**src/rtl/seg_pkg.sv**
```systemverilog
// Shared constants and register layouts for the seven-segment scan controller.
// Holds the register map, CTRL bit positions and the hex font.
package seg_pkg;

   localparam int unsigned ADDR_W = 4;
   localparam int unsigned DATA_W = 16;

   localparam logic [ADDR_W-1:0] ADDR_DIGIT_BASE = 4'd0;
   localparam logic [ADDR_W-1:0] ADDR_CTRL       = 4'd8;
   localparam logic [ADDR_W-1:0] ADDR_STATUS     = 4'd9;

   localparam int unsigned CTRL_EN_BIT    = 0;
   localparam int unsigned CTRL_HEX_BIT   = 1;
   localparam int unsigned CTRL_BLANK_LSB = 8;

   // Active-high {g..a} patterns, entry 15 first so HEX_FONT[n] is digit n.
   localparam logic [15:0][6:0] HEX_FONT = {
      7'h71, 7'h79, 7'h5E, 7'h39, 7'h7C, 7'h77, 7'h6F, 7'h7F,
      7'h07, 7'h7D, 7'h6D, 7'h66, 7'h4F, 7'h5B, 7'h06, 7'h3F
   };

   typedef struct packed {
      logic [3:0] nibble;
      logic       dp;
      logic [6:0] raw;
   } digit_reg_t;

   typedef struct packed {
      logic [7:0] blank;
      logic       hex;
      logic       en;
   } ctrl_reg_t;

endpackage

```
**src/rtl/seg_scan_ctrl_if.sv**
```systemverilog
// Avalon-MM slave bus bundle for the segment scan controller.
interface seg_scan_ctrl_if;
   import seg_pkg::*;

   logic [ADDR_W-1:0] slave_address;
   logic              slave_read;
   logic              slave_write;
   logic [DATA_W-1:0] slave_writedata;
   logic [1:0]        slave_byteenable;
   logic [DATA_W-1:0] slave_readdata;

   modport master (
      output slave_address, slave_read, slave_write, slave_writedata, slave_byteenable,
      input  slave_readdata
   );

   modport slave (
      input  slave_address, slave_read, slave_write, slave_writedata, slave_byteenable,
      output slave_readdata
   );

endinterface

```
**src/rtl/seg_hex_decode.sv**
```systemverilog
// Combinational hex nibble to active-high seven-segment pattern.
module seg_hex_decode
   import seg_pkg::*;
(
   input  logic [3:0] nibble,
   output logic [6:0] seg_c
);

   assign seg_c = HEX_FONT[nibble];

endmodule

```
**src/rtl/seg_scan_ctrl.sv**
```systemverilog
// Register-mapped seven-segment bank: static per-digit buses plus a
// time-multiplexed scan bus with digit select and anti-ghosting blanking.
module seg_scan_ctrl
   import seg_pkg::*;
#(
   parameter int unsigned NUM_DIGITS = 4,
   parameter int unsigned SCAN_DIV   = 50000,
   parameter int unsigned BLANK_CYC  = 16,
   parameter bit          ACTIVE_LOW = 1'b1
) (
   input  logic                    clk,
   input  logic                    reset_n,
   seg_scan_ctrl_if.slave          bus,
   output logic [8*NUM_DIGITS-1:0] seg_static,
   output logic [7:0]              seg_scan,
   output logic [NUM_DIGITS-1:0]   digit_sel
);

   localparam int unsigned PW = (SCAN_DIV > 2) ? $clog2(SCAN_DIV) : 1;
   localparam int unsigned IW = 3;
   localparam logic [7:0]  SEG_OFF = ACTIVE_LOW ? 8'hFF : 8'h00;
   localparam logic [NUM_DIGITS-1:0] SEL_OFF = ACTIVE_LOW ? '1 : '0;

   digit_reg_t digit_q [NUM_DIGITS];
   digit_reg_t digit_d [NUM_DIGITS];
   ctrl_reg_t  ctrl_q, ctrl_d;
   logic [PW-1:0]           presc_q, presc_d;
   logic [IW-1:0]           idx_q, idx_d;
   logic [DATA_W-1:0]       rdata_q, rdata_d;
   logic [8*NUM_DIGITS-1:0] static_q, static_d;
   logic [7:0]              scan_q, scan_d;
   logic [NUM_DIGITS-1:0]   sel_q, sel_d;

   logic [6:0] font_c [NUM_DIGITS];
   logic [7:0] pat_c  [NUM_DIGITS];
   logic       in_blank_c;

   for (genvar g = 0; g < NUM_DIGITS; g++) begin : g_dec
      seg_hex_decode u_dec (.nibble(digit_q[g].nibble), .seg_c(font_c[g]));
   end

   assign in_blank_c = ctrl_q.en && (32'(presc_q) < BLANK_CYC);

   // Active-high digit patterns after source select and enable/blank gating.
   always_comb begin
      for (int i = 0; i < NUM_DIGITS; i++) begin
         pat_c[i] = {digit_q[i].dp, ctrl_q.hex ? font_c[i] : digit_q[i].raw};
         if (!ctrl_q.en || ctrl_q.blank[i]) pat_c[i] = 8'h00;
      end
   end

   // Register file writes and registered read mux.
   always_comb begin
      digit_d = digit_q;
      ctrl_d  = ctrl_q;
      rdata_d = rdata_q;
      if (bus.slave_write) begin
         for (int i = 0; i < NUM_DIGITS; i++) begin
            if (bus.slave_address == ADDR_DIGIT_BASE + 4'(i)) begin
               if (bus.slave_byteenable[0]) begin
                  digit_d[i].dp  = bus.slave_writedata[7];
                  digit_d[i].raw = bus.slave_writedata[6:0];
               end
               if (bus.slave_byteenable[1]) digit_d[i].nibble = bus.slave_writedata[11:8];
            end
         end
         if (bus.slave_address == ADDR_CTRL) begin
            if (bus.slave_byteenable[0]) begin
               ctrl_d.en  = bus.slave_writedata[CTRL_EN_BIT];
               ctrl_d.hex = bus.slave_writedata[CTRL_HEX_BIT];
            end
            if (bus.slave_byteenable[1]) ctrl_d.blank = bus.slave_writedata[CTRL_BLANK_LSB +: 8];
         end
      end
      if (bus.slave_read) begin
         rdata_d = '0;
         for (int i = 0; i < NUM_DIGITS; i++) begin
            if (bus.slave_address == ADDR_DIGIT_BASE + 4'(i)) rdata_d = {4'h0, digit_q[i]};
         end
         if (bus.slave_address == ADDR_CTRL) rdata_d = {ctrl_q.blank, 6'h00, ctrl_q.hex, ctrl_q.en};
         if (bus.slave_address == ADDR_STATUS) rdata_d = {12'h000, in_blank_c, idx_q};
      end
   end

   // Prescaler and scan index; both held at zero while disabled.
   always_comb begin
      presc_d = presc_q + PW'(1);
      idx_d   = idx_q;
      if (!ctrl_q.en) begin
         presc_d = '0;
         idx_d   = '0;
      end else if (presc_q == PW'(SCAN_DIV - 1)) begin
         presc_d = '0;
         idx_d   = (idx_q == IW'(NUM_DIGITS - 1)) ? '0 : idx_q + IW'(1);
      end
   end

   // Output registers; select and segments come from the same counter state.
   always_comb begin
      static_d = '0;
      scan_d   = 8'h00;
      sel_d    = '0;
      for (int i = 0; i < NUM_DIGITS; i++) begin
         static_d[8*i +: 8] = pat_c[i] ^ SEG_OFF;
         if (ctrl_q.en && idx_q == IW'(i)) begin
            sel_d[i] = 1'b1;
            if (!in_blank_c) scan_d = pat_c[i];
         end
      end
      scan_d = scan_d ^ SEG_OFF;
      sel_d  = sel_d ^ SEL_OFF;
   end

   always_ff @(posedge clk or negedge reset_n) begin
      if (!reset_n) begin
         for (int i = 0; i < NUM_DIGITS; i++) digit_q[i] <= '0;
         ctrl_q   <= '0;
         presc_q  <= '0;
         idx_q    <= '0;
         rdata_q  <= '0;
         static_q <= {NUM_DIGITS{SEG_OFF}};
         scan_q   <= SEG_OFF;
         sel_q    <= SEL_OFF;
      end else begin
         digit_q  <= digit_d;
         ctrl_q   <= ctrl_d;
         presc_q  <= presc_d;
         idx_q    <= idx_d;
         rdata_q  <= rdata_d;
         static_q <= static_d;
         scan_q   <= scan_d;
         sel_q    <= sel_d;
      end
   end

   assign bus.slave_readdata = rdata_q;
   assign seg_static         = static_q;
   assign seg_scan           = scan_q;
   assign digit_sel          = sel_q;

endmodule

```
**src/flat_wrapper.sv**
```systemverilog
// flat-port wrapper written by rule: the top's interface ports become plain ports
module seg_scan_ctrl_flat import seg_pkg::*;
#(
   parameter int unsigned NUM_DIGITS = 4,
   parameter int unsigned SCAN_DIV   = 50000,
   parameter int unsigned BLANK_CYC  = 16,
   parameter bit          ACTIVE_LOW = 1'b1
)
  (clk, reset_n, seg_static, seg_scan, digit_sel, bus_slave_address, bus_slave_read, bus_slave_write, bus_slave_writedata, bus_slave_byteenable, bus_slave_readdata);
  seg_scan_ctrl_if bus_i ();
  input  logic clk;
  input  logic reset_n;
  output logic [8*NUM_DIGITS-1:0] seg_static;
  output logic [7:0] seg_scan;
  output logic [NUM_DIGITS-1:0] digit_sel;
  input wire logic [$bits(bus_i.slave_address)-1:0] bus_slave_address;
  input wire logic [$bits(bus_i.slave_read)-1:0] bus_slave_read;
  input wire logic [$bits(bus_i.slave_write)-1:0] bus_slave_write;
  input wire logic [$bits(bus_i.slave_writedata)-1:0] bus_slave_writedata;
  input wire logic [$bits(bus_i.slave_byteenable)-1:0] bus_slave_byteenable;
  output wire logic [$bits(bus_i.slave_readdata)-1:0] bus_slave_readdata;
  assign bus_i.slave_address = bus_slave_address;
  assign bus_i.slave_read = bus_slave_read;
  assign bus_i.slave_write = bus_slave_write;
  assign bus_i.slave_writedata = bus_slave_writedata;
  assign bus_i.slave_byteenable = bus_slave_byteenable;
  assign bus_slave_readdata = bus_i.slave_readdata;
  seg_scan_ctrl #(.NUM_DIGITS(NUM_DIGITS), .SCAN_DIV(SCAN_DIV), .BLANK_CYC(BLANK_CYC), .ACTIVE_LOW(ACTIVE_LOW)) u_core (.clk(clk), .reset_n(reset_n), .bus(bus_i), .seg_static(seg_static), .seg_scan(seg_scan), .digit_sel(digit_sel));
endmodule
```
**config.mk**
```make
export PLATFORM = sky130hd
export DESIGN_NAME = seg_scan_ctrl_flat
export DESIGN_NICKNAME = d
export VERILOG_FILES = /design/src/rtl/seg_pkg.sv /design/src/rtl/seg_scan_ctrl_if.sv /design/src/rtl/seg_hex_decode.sv /design/src/rtl/seg_scan_ctrl.sv /design/src/flat_wrapper.sv
export SDC_FILE = /design/constraint.sdc
export NUM_CORES = 1
export LEC_CHECK = 0
export ABC_CLOCK_PERIOD_IN_PS = 4200
export BUFFER_PORTS_ARGS = -buffer_cell sky130_fd_sc_hd__buf_2
export CAP_MARGIN = 10
export CORE_AREA = 2 2 125 127
export CTS_CLUSTER_SIZE = 24
export DETAILED_ROUTE_END_ITERATION = 10
export DIE_AREA = 0 0 127 129
export PLACE_DENSITY = 0.69
export REMOVE_ABC_BUFFERS = 1
export SYNTH_ARGS = -nofsm -noshare
export SYNTH_HDL_FRONTEND = slang
export SYNTH_HIERARCHICAL = 1
export SYNTH_SLANG_ARGS = --single-unit
```
**constraint.sdc**
```tcl
create_clock -name clk -period 4.2 [get_ports clk]
set_input_delay 0.21 -clock clk [delete_from_list [all_inputs] [get_ports clk]]
set_output_delay 0.21 -clock clk [all_outputs]
set_load 0.01 [all_outputs]
```
# == Yosys cells after proc, flatten, opt, wreduce, memory -nomap -nowiden ==
# Memories as Yosys holds them, arrays and structs flattened.
# Index checks and enable logic that the tools add are counted.
# word_totals
register_bits,137
latch_bits,0
ram_bits,0
romBits,448
in_bits,26
out_inout_bits,60
elab_cells,105
n_memories,4
# op_classes
addsub,2
multipliers,0
div,0
order_cmp,5
eq_ne,10
n_shift,0
muxes,35
bitwise,6
n_reduce_logical,22
# memory_table
memory,words,width,rd,rd_ports_with_merged_regs,wr,line_no,rtl
(no name shown),16,7,1,0,0,seg_hex_decode.sv:9,assign seg_c = HEX_FONT[nibble];
(no name shown),16,7,1,0,0,seg_hex_decode.sv:9,
(no name shown),16,7,1,0,0,seg_hex_decode.sv:9,
(no name shown),16,7,1,0,0,seg_hex_decode.sv:9,
# op_table
cell,n
$mux W8,12
$mux W16,4
$mux W7,8
$mux W12,4
$not A8 Y8,5
$reduce_and A3 Y1,10
$lt A4 B5 Y1 const B,4
$add A16 B1 Y16 const B,1
$eq A16 B16 Y1 const B,1
$lt A16 B5 Y1 const B,1
$mux W3,3
$eq A4 B2 Y1 const B,2
$eq A4 B4 Y1 const B,2
$eq A3 B2 Y1 const B,2
$logic_and A1 B1 Y1,5
$eq A4 B1 Y1 const B,1
$logic_not A4 Y1,1
$logic_or A1 B1 Y1,4
$mux W1,4
$not A4 Y4,1
$add A3 B1 Y3 const B,1
$eq A3 B1 Y1 const B,1
$logic_not A3 Y1,1
$ne A2 B2 Y1 const B,1
$logic_not A1 Y1,1

# == Depth between registers and ports, before layout ==
# Gate-level depths: netlist (run 1).
# depth
depth_word,13
mapped_depth,8
depth_no_buf,8

# == Modules after synthesis ==
# Netlist (run 1), hierarchy kept.
# modules_own_cells
module,n_inst,cells_per_inst,area_each_um2,seq_area_each_um2
seg_scan_ctrl,1,516,6269.8,3483.3
seg_hex_decode at u_core.g_dec[0].u_dec ...,2,33,290.3,0.0
seg_hex_decode at u_core.g_dec[1].u_dec ...,2,33,282.8,0.0

# == Worst setup path before layout (run 1) ==
# Ideal clock, no wire load.
# synth_timing
kind,reg-to-reg
startpoint,register u_core/digit_q[44] in the netlist's numbering
endpoint,"register u_core.scan_q[3], in the netlist u_core/seg_scan[3]"
setup_ns,0.061
t_arrival_ns,1.935
required_time_ns,4.139
slack_ns,2.204
path_stages_with_launch,7
n_path_buf,0
period_less_slack_ns,1.996
path_cell_list,dfrtp_1 inv_1 ha_1 mux4_1 mux2_2 a221oi_1 a2111o_1
# synth_lines
item,line_no,rtl
"start, declared",seg_scan_ctrl.sv:24,digit_reg_t digit_q [NUM_DIGITS];
"start signal, assigned",seg_scan_ctrl.sv:125,digit_q <= digit_d;
"end signal, assigned",seg_scan_ctrl.sv:131,scan_q <= scan_d;
"end, declared",seg_scan_ctrl.sv:31,"logic [7:0] scan_q, scan_d;"

==> results.json, run 1 <==
{
  "outcome": "finished clean",
  "grt_pass1_vias": 5563,
  "dp_slack_ns": 1.97,
  "die_y_um": 129,
  "drive_above_1_share": 0.385,
  "synth_cell_types": 60,
  "dr.pass1.iters": 5,
  "drcViolationCount": 0,
  "grt_pass1_wl_mm": 30.7,
  "worstPathArrival_ns": 2.67,
  "cts_buffer_depth": 2,
  "post-cts-setup-buffers": 0,
  "p_per_area_mw_per_mm2": 480,
  "routabilityCongestion": 0.889,
  "nets": 791,
  "antenna_found_initial": 0,
  "start_kind": "flop",
  "synth_seq_cells": 137,
  "die-area_sq_mm": 0.0164,
  "ctsResizeCount": 0,
  "stdcell_area_sq_mm": 0.00856,
  "cts_root_buffer": "clkbuf_16",
  "path_clk_slew_ns": 0.06,
  "synthToLayoutAreaGrowth_pct": 15.5,
  "skew_ns": 0.00636,
  "fp.dieW_um": 127,
  "vias": 5530,
  "core_area_sq_mm": 0.0150,
  "final_cell_mix": "mux2_2, dfrtp_1, buf_2",
  "io-pin-count": 86,
  "cts-buffers-inserted": 17,
  "wire_per_inst_um": 20.8,
  "hp-class": "in -> reg",
  "fin_setup_tns_ns": 0,
  "p_leak_nw": 3.67,
  "synth_edf_count": 0,
  "fmax_mhz": 435,
  "syn_avg_cell_area_sq_um": 11.4,
  "wirelength_mm": 19.4,
  "period_needed_ns": 2.30,
  "syn_inst": 648,
  "gr-total-overflow": 0,
  "postLayoutCoreUtil": 0.572,
  "clock_sink_count": 137,
  "netlist_area_sq_mm": 0.00742,
  "fillCellCount": 1241,
  "crit_required_ns": 4.57,
  "max-cap-violations": 0,
  "hold_viol": 0,
  "period_share": 0.548,
  "cp_max_fo": 6,
  "cts_max_level": 4,
  "ant_nets": 0,
  "antennaDiodeCount": 0,
  "clock_latency_ns": 0.43,
  "place_area_sq_mm": 0.00793,
  "grt_usage": 0.246,
  "rsz0062_at_grt": "no",
  "yosysSeqAreaShare": 0.470,
  "grt_max_degree": 74,
  "placementRows": 45,
  "reg2reg_setup_slack_ns": 1.90,
  "initial_utilization": 0.495,
  "yosysWarnings": 6,
  "setup_ws_ns": 1.90,
  "cp-end-kind": "flop",
  "worstSetupPathType": "reg -> reg",
  "slew_headroom": 0.286,
  "finalPower_mw": 4.11,
  "async_flop_share": 1.00,
  "ys.flop_type": "dfrtp_1",
  "max-vdd-ir-drop_v": 0.000316,
  "setup_viol": 0,
  "dr.first_iter.drc_count": 514,
  "layout_commonest_cell": "mux2_2",
  "portBuffers": 85,
  "viasPerCell": 5.93,
  "dp.final_hpwl_mm": 13.7,
  "cts_tree": "done",
  "drv_slew": 0,
  "tightest_slew_ns": 1.07
}
==> synth_stat cells, drive strengths merged (2+ instances only) <==
cell type / count / share of area
nor4: 6 / 0.0067
o31a: 2 / 0.0024
o31ai: 2 / 0.0020
o21ai: 6 / 0.0040
nor2b: 13 / 0.011
nand2: 67 / 0.034
and3: 3 / 0.0025
a2111o: 5 / 0.0076
a32oi: 6 / 0.0071
clkbuf: 6 / 0.0030
mux2i: 16 / 0.022
a31o: 4 / 0.0047
xor2: 3 / 0.0035
nor2: 35 / 0.019
nor3: 14 / 0.0094
mux4: 10 / 0.031
o32a: 2 / 0.0027
or2: 5 / 0.0042
nand4: 3 / 0.0025
dfrtp: 93 / 0.31
mux2: 98 / 0.15
nand3: 18 / 0.012
inv: 40 / 0.021
buf: 21 / 0.019
a21oi: 22 / 0.015
o2bb2ai: 4 / 0.0047
nand2b: 6 / 0.0051
or2b: 2 / 0.0020
or3: 3 / 0.0025
a21o: 4 / 0.0040
ha: 33 / 0.056
nand3b: 5 / 0.0051
a22oi: 8 / 0.0081
o22ai: 4 / 0.0034
a22o: 5 / 0.0059
xnor2: 9 / 0.011
a2bb2oi: 2 / 0.0024
a221oi: 5 / 0.0059
dfstp: 44 / 0.16
a31oi: 3 / 0.0025
==> stage by stage <==
stage                     instances  hold WS (ns)
after floorplan                 621       -0.0856
after global placement          896         0.397
after detailed placement        896         0.428
after CTS                       932       0.00800
after global routing            933        0.0281
final                           933        0.0238
==> where the power goes <==
group          leakage (nW)  internal (mW)  total, mW  switching [mW]
Combinational          1.70          0.466      0.958           0.492
Clock                 0.283          0.832       1.43           0.597
Sequential             1.69           1.52       1.72           0.206
Total                  3.67           2.81       4.11            1.30
==> path summary, 6_finish.rpt <==
path	startpoint	to	depth (start not counted)
worst min-delay path	bus_slave_writedata[13]	u_core/ctrl_q[7]$_DFFE_PN0P_	2
worst min register to register	u_core/digit_q[7]$_DFFE_PN0P_	u_core/seg_static[31]$_DFF_PN1_	1
min in group asynchronous	reset_n	u_core/digit_q[21]$_DFFE_PN0P_	2
worst max-delay path	u_core/digit_q[44]$_DFFE_PN0P_	u_core/seg_scan[3]$_DFF_PN1_	6
max in group asynchronous	reset_n	u_core/seg_static[31]$_DFF_PN1_	3
worst max register to register	u_core/digit_q[44]$_DFFE_PN0P_	u_core/seg_scan[3]$_DFF_PN1_	6
==> kinds of logic after synthesis <==
family | Yosys count | share of synthesized area
AND/OR/NAND/NOR | 184 | 0.122
adder cells (fa/ha/maj) | 33 | 0.0557
multiplexers | 124 | 0.203
buffers and inverters | 68 | 0.0437
XOR/XNOR | 12 | 0.0142
AO/OA/AOI/OAI | 90 | 0.0920
flip-flops | 137 | 0.470
==> layer usage <==
metal / global-route usage / share of wire / up-vias
li1: - / - / 2479
met1: 0.325 / 0.43 / 2786
met2: 0.401 / 0.49 / 231
met3: 0.0599 / 0.066 / 34
met4: 0.0866 / 0.021 / 0
met5: 0 / 0 / -
==> repair_timing <==
action,in CTS,in global routing
setup endpoints to repair,0,0
hold buffers,4,0
hold endpoints to repair,54,0
==> sequential cells by signal, indices dropped and copies added, names as in the netlist <==
name,count
u_core/seg_scan,8
u_core/digit_q,48
u_core/bus.slave_readdata,16
u_core/seg_static,32
u_core/ctrl_q,10
u_core/digit_sel,4
u_core/presc_q,16
u_core/idx_q,3
==> layout make-up <==
class                      count  area, sq um  area share
tap                          188          235      0.0275
clock inverter                11         83.8     0.00979
clock buffer                  21          483      0.0564
inverter                      41          159      0.0186
timing repair buffer          92          510      0.0596
sequential                   137         3480       0.407
multi-input combinational    443         3610       0.421
==> worst max-delay path, cell delays in order (launching register included) <==
cell	delay, ns
dfrtp_1	0.45
inv_1	0.14
ha_1	0.34
mux4_1	0.52
mux2_2	0.30
a221oi_1	0.33
a2111o_1	0.16
Power figures use the tool's default switching activity.
==> run 2: changes to the inputs <==
--- a/config.mk
+++ b/config.mk
@@ -5,7 +5,7 @@
 export SDC_FILE = /design/constraint.sdc
 export NUM_CORES = 1
 export LEC_CHECK = 0
-export ABC_CLOCK_PERIOD_IN_PS = 4200
+export ABC_CLOCK_PERIOD_IN_PS = 2200
 export BUFFER_PORTS_ARGS = -buffer_cell sky130_fd_sc_hd__buf_2
 export CAP_MARGIN = 10
 export CORE_AREA = 2 2 125 127
==> constraint.sdc (replaced) <==
create_clock -name clk -period 2.2 [get_ports clk]
set_input_delay 0.11 -clock clk [delete_from_list [all_inputs] [get_ports clk]]
set_output_delay 0.11 -clock clk [all_outputs]
set_load 0.01 [all_outputs]
==> run 2 against run 1 <==
Register-to-register slack worse by 1.8 ns. Combinational power is 110% higher. Clock skew is 0.0034 ns higher. Largest cell class unchanged. Largest power group unchanged.
==> results.json, run 2 (synthesized netlist as in run 1, its figures left out) <==
{
  "worstPathArrival_ns": 2.47,
  "clock_sink_count": 137,
  "setup_viol": 0,
  "fin_setup_tns_ns": 0,
  "hold_depth": 2,
  "top_register": "u_core/digit_q",
  "max-vdd-ir-drop_v": 0.000577,
  "drcViolationCount": 0,
  "cts-buffers-inserted": 17,
  "outcome": "finished clean",
  "reg2regPathDepth": 7,
  "tightest_slew_ns": 0.689,
  "fillCellCount": 1209,
  "grt_max_degree": 61,
  "hold_viol": 0,
  "p_per_area_mw_per_mm2": 918,
  "wirelength_mm": 19.9,
  "viasPerCell": 5.83,
  "critical-path-max-stage-delay_ns": 0.42,
  "nets": 822,
  "largest_reg_flops": 48,
  "postLayoutCoreUtil": 0.594,
  "fp.dieW_um": 127,
  "ant_nets": 0,
  "worstPathBufferInverterCount": 1,
  "fmax_mhz": 472,
  "drive_above_1_share": 0.416,
  "dr.first_iter.drc_count": 476,
  "path_clk_slew_ns": 0.06,
  "final_cell_mix": "mux2_2, dfrtp_1, buf_2",
  "dr.pass1.iters": 7,
  "cts_tree": "done",
  "vias": 5616,
  "period_share": 0.962,
  "rsz0062_at_grt": "no",
  "cts_max_level": 4,
  "wire_per_inst_um": 20.6,
  "core_area_sq_mm": 0.0150,
  "hp-class": "in -> reg",
  "placementRows": 45,
  "cp-end-kind": "flop",
  "skew_ns": 0.00978,
  "critPathSlowestCell": "a2111o_1",
  "antennaDiodeCount": 0,
  "slew_headroom": 0.539,
  "die-area_sq_mm": 0.0164,
  "whs_endpoint": "u_core/digit_q[36]$_DFFE_PN0P_",
  "cts_root_buffer": "clkbuf_16",
  "worstSetupPathType": "reg -> reg",
  "reg2reg_to": "u_core/seg_scan[1]$_DFF_PN1_",
  "drv_slew": 0,
  "synthToLayoutAreaGrowth_pct": 19.9,
  "grt_usage": 0.254,
  "initial_utilization": 0.495,
  "io-pin-count": 86,
  "reg2reg_setup_slack_ns": 0.08,
  "die_y_um": 129,
  "antenna_found_initial": 0,
  "portBuffers": 85,
  "period_needed_ns": 2.12,
  "cp_max_fo": 5,
  "crit_required_ns": 2.55,
  "grt_pass1_vias": 5689,
  "hold_path.startpoint": "bus_slave_writedata[0]",
  "gr-total-overflow": 0,
  "max-cap-violations": 0,
  "clock_latency_ns": 0.43,
  "r2r-start": "u_core/digit_q[9]$_DFFE_PN0P_",
  "layout_commonest_cell": "mux2_2",
  "cts_buffer_depth": 2,
  "crit_family": "compound AO/OA/AOI/OAI gates",
  "grt_pass1_wl_mm": 31.4,
  "dp.final_hpwl_mm": 14.6,
  "p_leak_nw": 3.82,
  "start_kind": "flop",
  "worstPathCellList": "inv_1, ha_1, nor2b_1, o31ai_1, mux2_2, nand2_1, a2111o_1",
  "routabilityCongestion": 0.937
}
==> run 2: per-layer routing <==
layer,GRT usage,vias up,part of all wire
li1,-,2542,-
met1,0.328,2813,0.42
met2,0.417,216,0.49
met3,0.0599,45,0.061
met4,0.101,0,0.029
met5,0,-,0
==> run 2: through the flow <==
stage,worst slack (ns),instance area (sq um),cells,total power [mW],hold WS [ns]
after global routing,0.0175,8890,964,8.52,0.0169
final,0.0831,8890,964,8.16,0.0241
after global placement,0.118,8120,918,5.13,0.115
after floorplan,0.204,7250,621,4.41,-0.186
after CTS,0.00432,8840,962,8.15,0.00755
after detailed placement,0.0313,8120,918,5.21,0.126
==> run 2: how the worst max path moves through the flow <==
stage / from / end / cells past startpoint / slack (ns)
after CTS: u_core/digit_q[45]$_DFFE_PN0P_ / u_core/seg_scan[3]$_DFF_PN1_ / 6 / 0.004
after detailed placement: u_core/digit_q[44]$_DFFE_PN0P_ / u_core/seg_scan[3]$_DFF_PN1_ / 6 / 0.03
final: u_core/digit_q[9]$_DFFE_PN0P_ / u_core/seg_scan[1]$_DFF_PN1_ / 7 / 0.08
after global routing: u_core/digit_q[33]$_DFFE_PN0P_ / u_core/seg_scan[3]$_DFF_PN1_ / 7 / 0.02
after global placement: u_core/digit_q[44]$_DFFE_PN0P_ / u_core/seg_scan[3]$_DFF_PN1_ / 6 / 0.12
after floorplan: u_core/digit_q[44]$_DFFE_PN0P_ / u_core/seg_scan[3]$_DFF_PN1_ / 6 / 0.20
==> run 2: final cells by class <==
cell class,instances,area [sq um],area share
clock inverters,12,124,0.0139
inverters,41,161,0.0182
flip-flops and latches,137,3490,0.393
clock buffers,20,479,0.0539
multi-input cells,443,3630,0.409
repair buffers,123,768,0.0864
well taps,188,235,0.0265
==> run 2: where the power goes <==
| group | switching, mW | total (mW) | internal [mW] |
|---|---|---|---|
| clock network | 1.16 | 2.88 | 1.72 |
| registers | 0.335 | 3.24 | 2.90 |
| logic | 1.06 | 2.04 | 0.978 |
==> run 2: what timing repair did <==
action / CTS / global route
endpoints found under the hold margin: 49 / 0
hold buffers: 12 / 0
endpoints found under the setup margin: 1 / 4
gates resized for setup: 1 / 13
setup buffers: 0 / 2
pin swaps: 0 / 0
==> run 3: changes to the inputs <==
--- a/config.mk
+++ b/config.mk
@@ -8,11 +8,10 @@
 export ABC_CLOCK_PERIOD_IN_PS = 2200
 export BUFFER_PORTS_ARGS = -buffer_cell sky130_fd_sc_hd__buf_2
 export CAP_MARGIN = 10
-export CORE_AREA = 2 2 125 127
+export CORE_AREA = 2 2 140 142
 export CTS_CLUSTER_SIZE = 24
 export DETAILED_ROUTE_END_ITERATION = 10
-export DIE_AREA = 0 0 127 129
-export PLACE_DENSITY = 0.69
+export DIE_AREA = 0 0 142 144
 export REMOVE_ABC_BUFFERS = 1
 export SYNTH_ARGS = -nofsm -noshare
 export SYNTH_HDL_FRONTEND = slang
==> run 3 against run 2 <==
Routed wire length is 4.4% higher. Critical path depth stayed put. Power is 0.86% lower. Critical endpoint is now u_core/seg_scan[3]$_DFF_PN1_. Largest cell class unchanged.
==> results.json, run 3 (synthesized netlist as in run 1, its figures left out) <==
{
  "outcome": "finished clean",
  "clock_sink_count": 137,
  "fp.dieW_um": 142,
  "start_kind": "flop",
  "ant_nets": 0,
  "grt_pass1_vias": 5741,
  "busiest_layer": "met2",
  "wirelength_mm": 20.7,
  "period_needed_ns": 2.13,
  "final_cell_mix": "mux2_2, dfrtp_1, buf_2",
  "top_register": "u_core/digit_q",
  "cts-buffers-inserted": 17,
  "gr-total-overflow": 0,
  "worstPathBufferInverterCount": 2,
  "met3_usage": 0.0348,
  "dp_slack_ns": -0.0216,
  "place_area_sq_mm": 0.00821,
  "grtUsageMet1": 0.278,
  "grt_max_degree": 59,
  "finalPower_mw": 8.09,
  "skew_ns": 0.0132,
  "core_area_sq_mm": 0.0191,
  "setup_ws_ns": 0.0695,
  "max-vdd-ir-drop_v": 0.000543,
  "timing.hold.ws_ns": 0.0178,
  "worstPathArrival_ns": 2.49,
  "dr.first_iter.drc_count": 500,
  "hp-class": "in -> reg",
  "p_leak_nw": 3.83,
  "cts_tree": "done",
  "path_clk_slew_ns": 0.06,
  "clock_latency_ns": 0.43,
  "worstPathCellList": "inv_2, ha_2, inv_1, mux4_1, mux2_2, a221oi_2, a2111o_1",
  "nets": 823,
  "worstSetupPathType": "reg -> reg",
  "layout_commonest_cell": "mux2_2",
  "critPathSlowestCell": "mux4_1",
  "rsz0062_at_grt": "yes",
  "initial_utilization": 0.389,
  "cp_max_fo": 5,
  "placementRows": 51,
  "p_per_area_mw_per_mm2": 904,
  "critical-path-max-stage-delay_ns": 0.52,
  "grt_pass1_wl_mm": 32.2,
  "cts_max_level": 4,
  "met2_usage": 0.346,
  "slew_headroom": 0.555,
  "hold_viol": 0,
  "vias": 5612,
  "die_y_um": 144,
  "drv_slew": 0,
  "largest_reg_flops": 48,
  "die-area_sq_mm": 0.0204,
  "stdcell_area_sq_mm": 0.00894,
  "antenna_found_initial": 1,
  "viasPerCell": 5.52,
  "setup_viol": 0,
  "dp.final_hpwl_mm": 15.2,
  "dr.pass1.iters": 5,
  "synthToLayoutAreaGrowth_pct": 20.6,
  "period_share": 0.968,
  "wire_per_inst_um": 20.4,
  "routabilityCongestion": 0.865,
  "drcViolationCount": 0,
  "max-cap-violations": 0,
  "io-pin-count": 86,
  "fmax_mhz": 469,
  "cts_root_buffer": "clkbuf_16",
  "tightest_slew_ns": 0.663,
  "cts_buffer_depth": 2,
  "drive_above_1_share": 0.413,
  "cp-end-kind": "flop",
  "grt_usage": 0.209,
  "crit_required_ns": 2.56,
  "portBuffers": 85,
  "fin_setup_tns_ns": 0,
  "crit_family": "multiplexers"
}
-- run 3: cell count changes in the layout (fill, tap and decap cells not counted), sizes merged, moves of 2 or more --
cell / previous run / this run
buf: 111 / 114
clkbuf: 20 / 24
clkinv: 4 / 6
dlygate4sd3: 12 / 10
inv: 48 / 42
-- run 3: where the power goes --
group / switching [mW] / total, mW / internal, mW
combinational: 1.06 / 2.05 / 0.984
clock: 1.12 / 2.83 / 1.71
sequential: 0.316 / 3.21 / 2.90
total: 2.50 / 8.09 / 5.59
-- run 3: path summary, 6_finish.rpt --
check                                                from                               to  slack, ns  cells after the start
max                        u_core/digit_q[45]$_DFFE_PN0P_     u_core/seg_scan[3]$_DFF_PN1_       0.07                      7
min                                bus_slave_writedata[4]   u_core/digit_q[28]$_DFFE_PN0P_       0.02                      2
min reg2reg                u_core/digit_q[19]$_DFFE_PN0P_  u_core/seg_static[23]$_DFF_PN1_       0.46                      1
max reg2reg                u_core/digit_q[45]$_DFFE_PN0P_     u_core/seg_scan[3]$_DFF_PN1_       0.07                      7
max in group asynchronous                         reset_n   u_core/seg_static[8]$_DFF_PN1_       1.33                      3
min in group asynchronous                         reset_n     u_core/ctrl_q[9]$_DFFE_PN0P_       0.17                      2
-- run 3: through the flow --
| step | cells | utilization |
|---|---|---|
| global placement | 970 | 0.430 |
| CTS | 1015 | 0.468 |
| detailed placement | 970 | 0.430 |
| floorplan | 621 | - |
| finish | 1016 | 0.469 |
| global route | 1015 | 0.469 |
-- run 3: final cells by class --
class                      instances  area, sq um
fill                            1709        10100
multi-input combinational        443         3620
sequential                       137         3490
timing repair buffer             124          783
clock buffer                      24          536
tap                              238          298
inverter                          41          159
clock inverter                     8         55.1
antenna                            1         2.50
-- run 3: per-layer routing --
| layer | routed length, um | vias up |
|---|---|---|
| met1 | 9050 | 2833 |
| met4 | 607 | 0 |
| li1 | - | 2540 |
| met5 | 0 | - |
| met2 | 10100 | 192 |
| met3 | 965 | 47 |
-- run 3: what timing repair did --
action | 4_1_cts | 5_1_grt
endpoints found under the setup margin | 1 | 4
hold buffers | 10 | 0
resized for setup | 1 | 7
buffers inserted | 3 | 0
hold endpoints to repair | 51 | 0
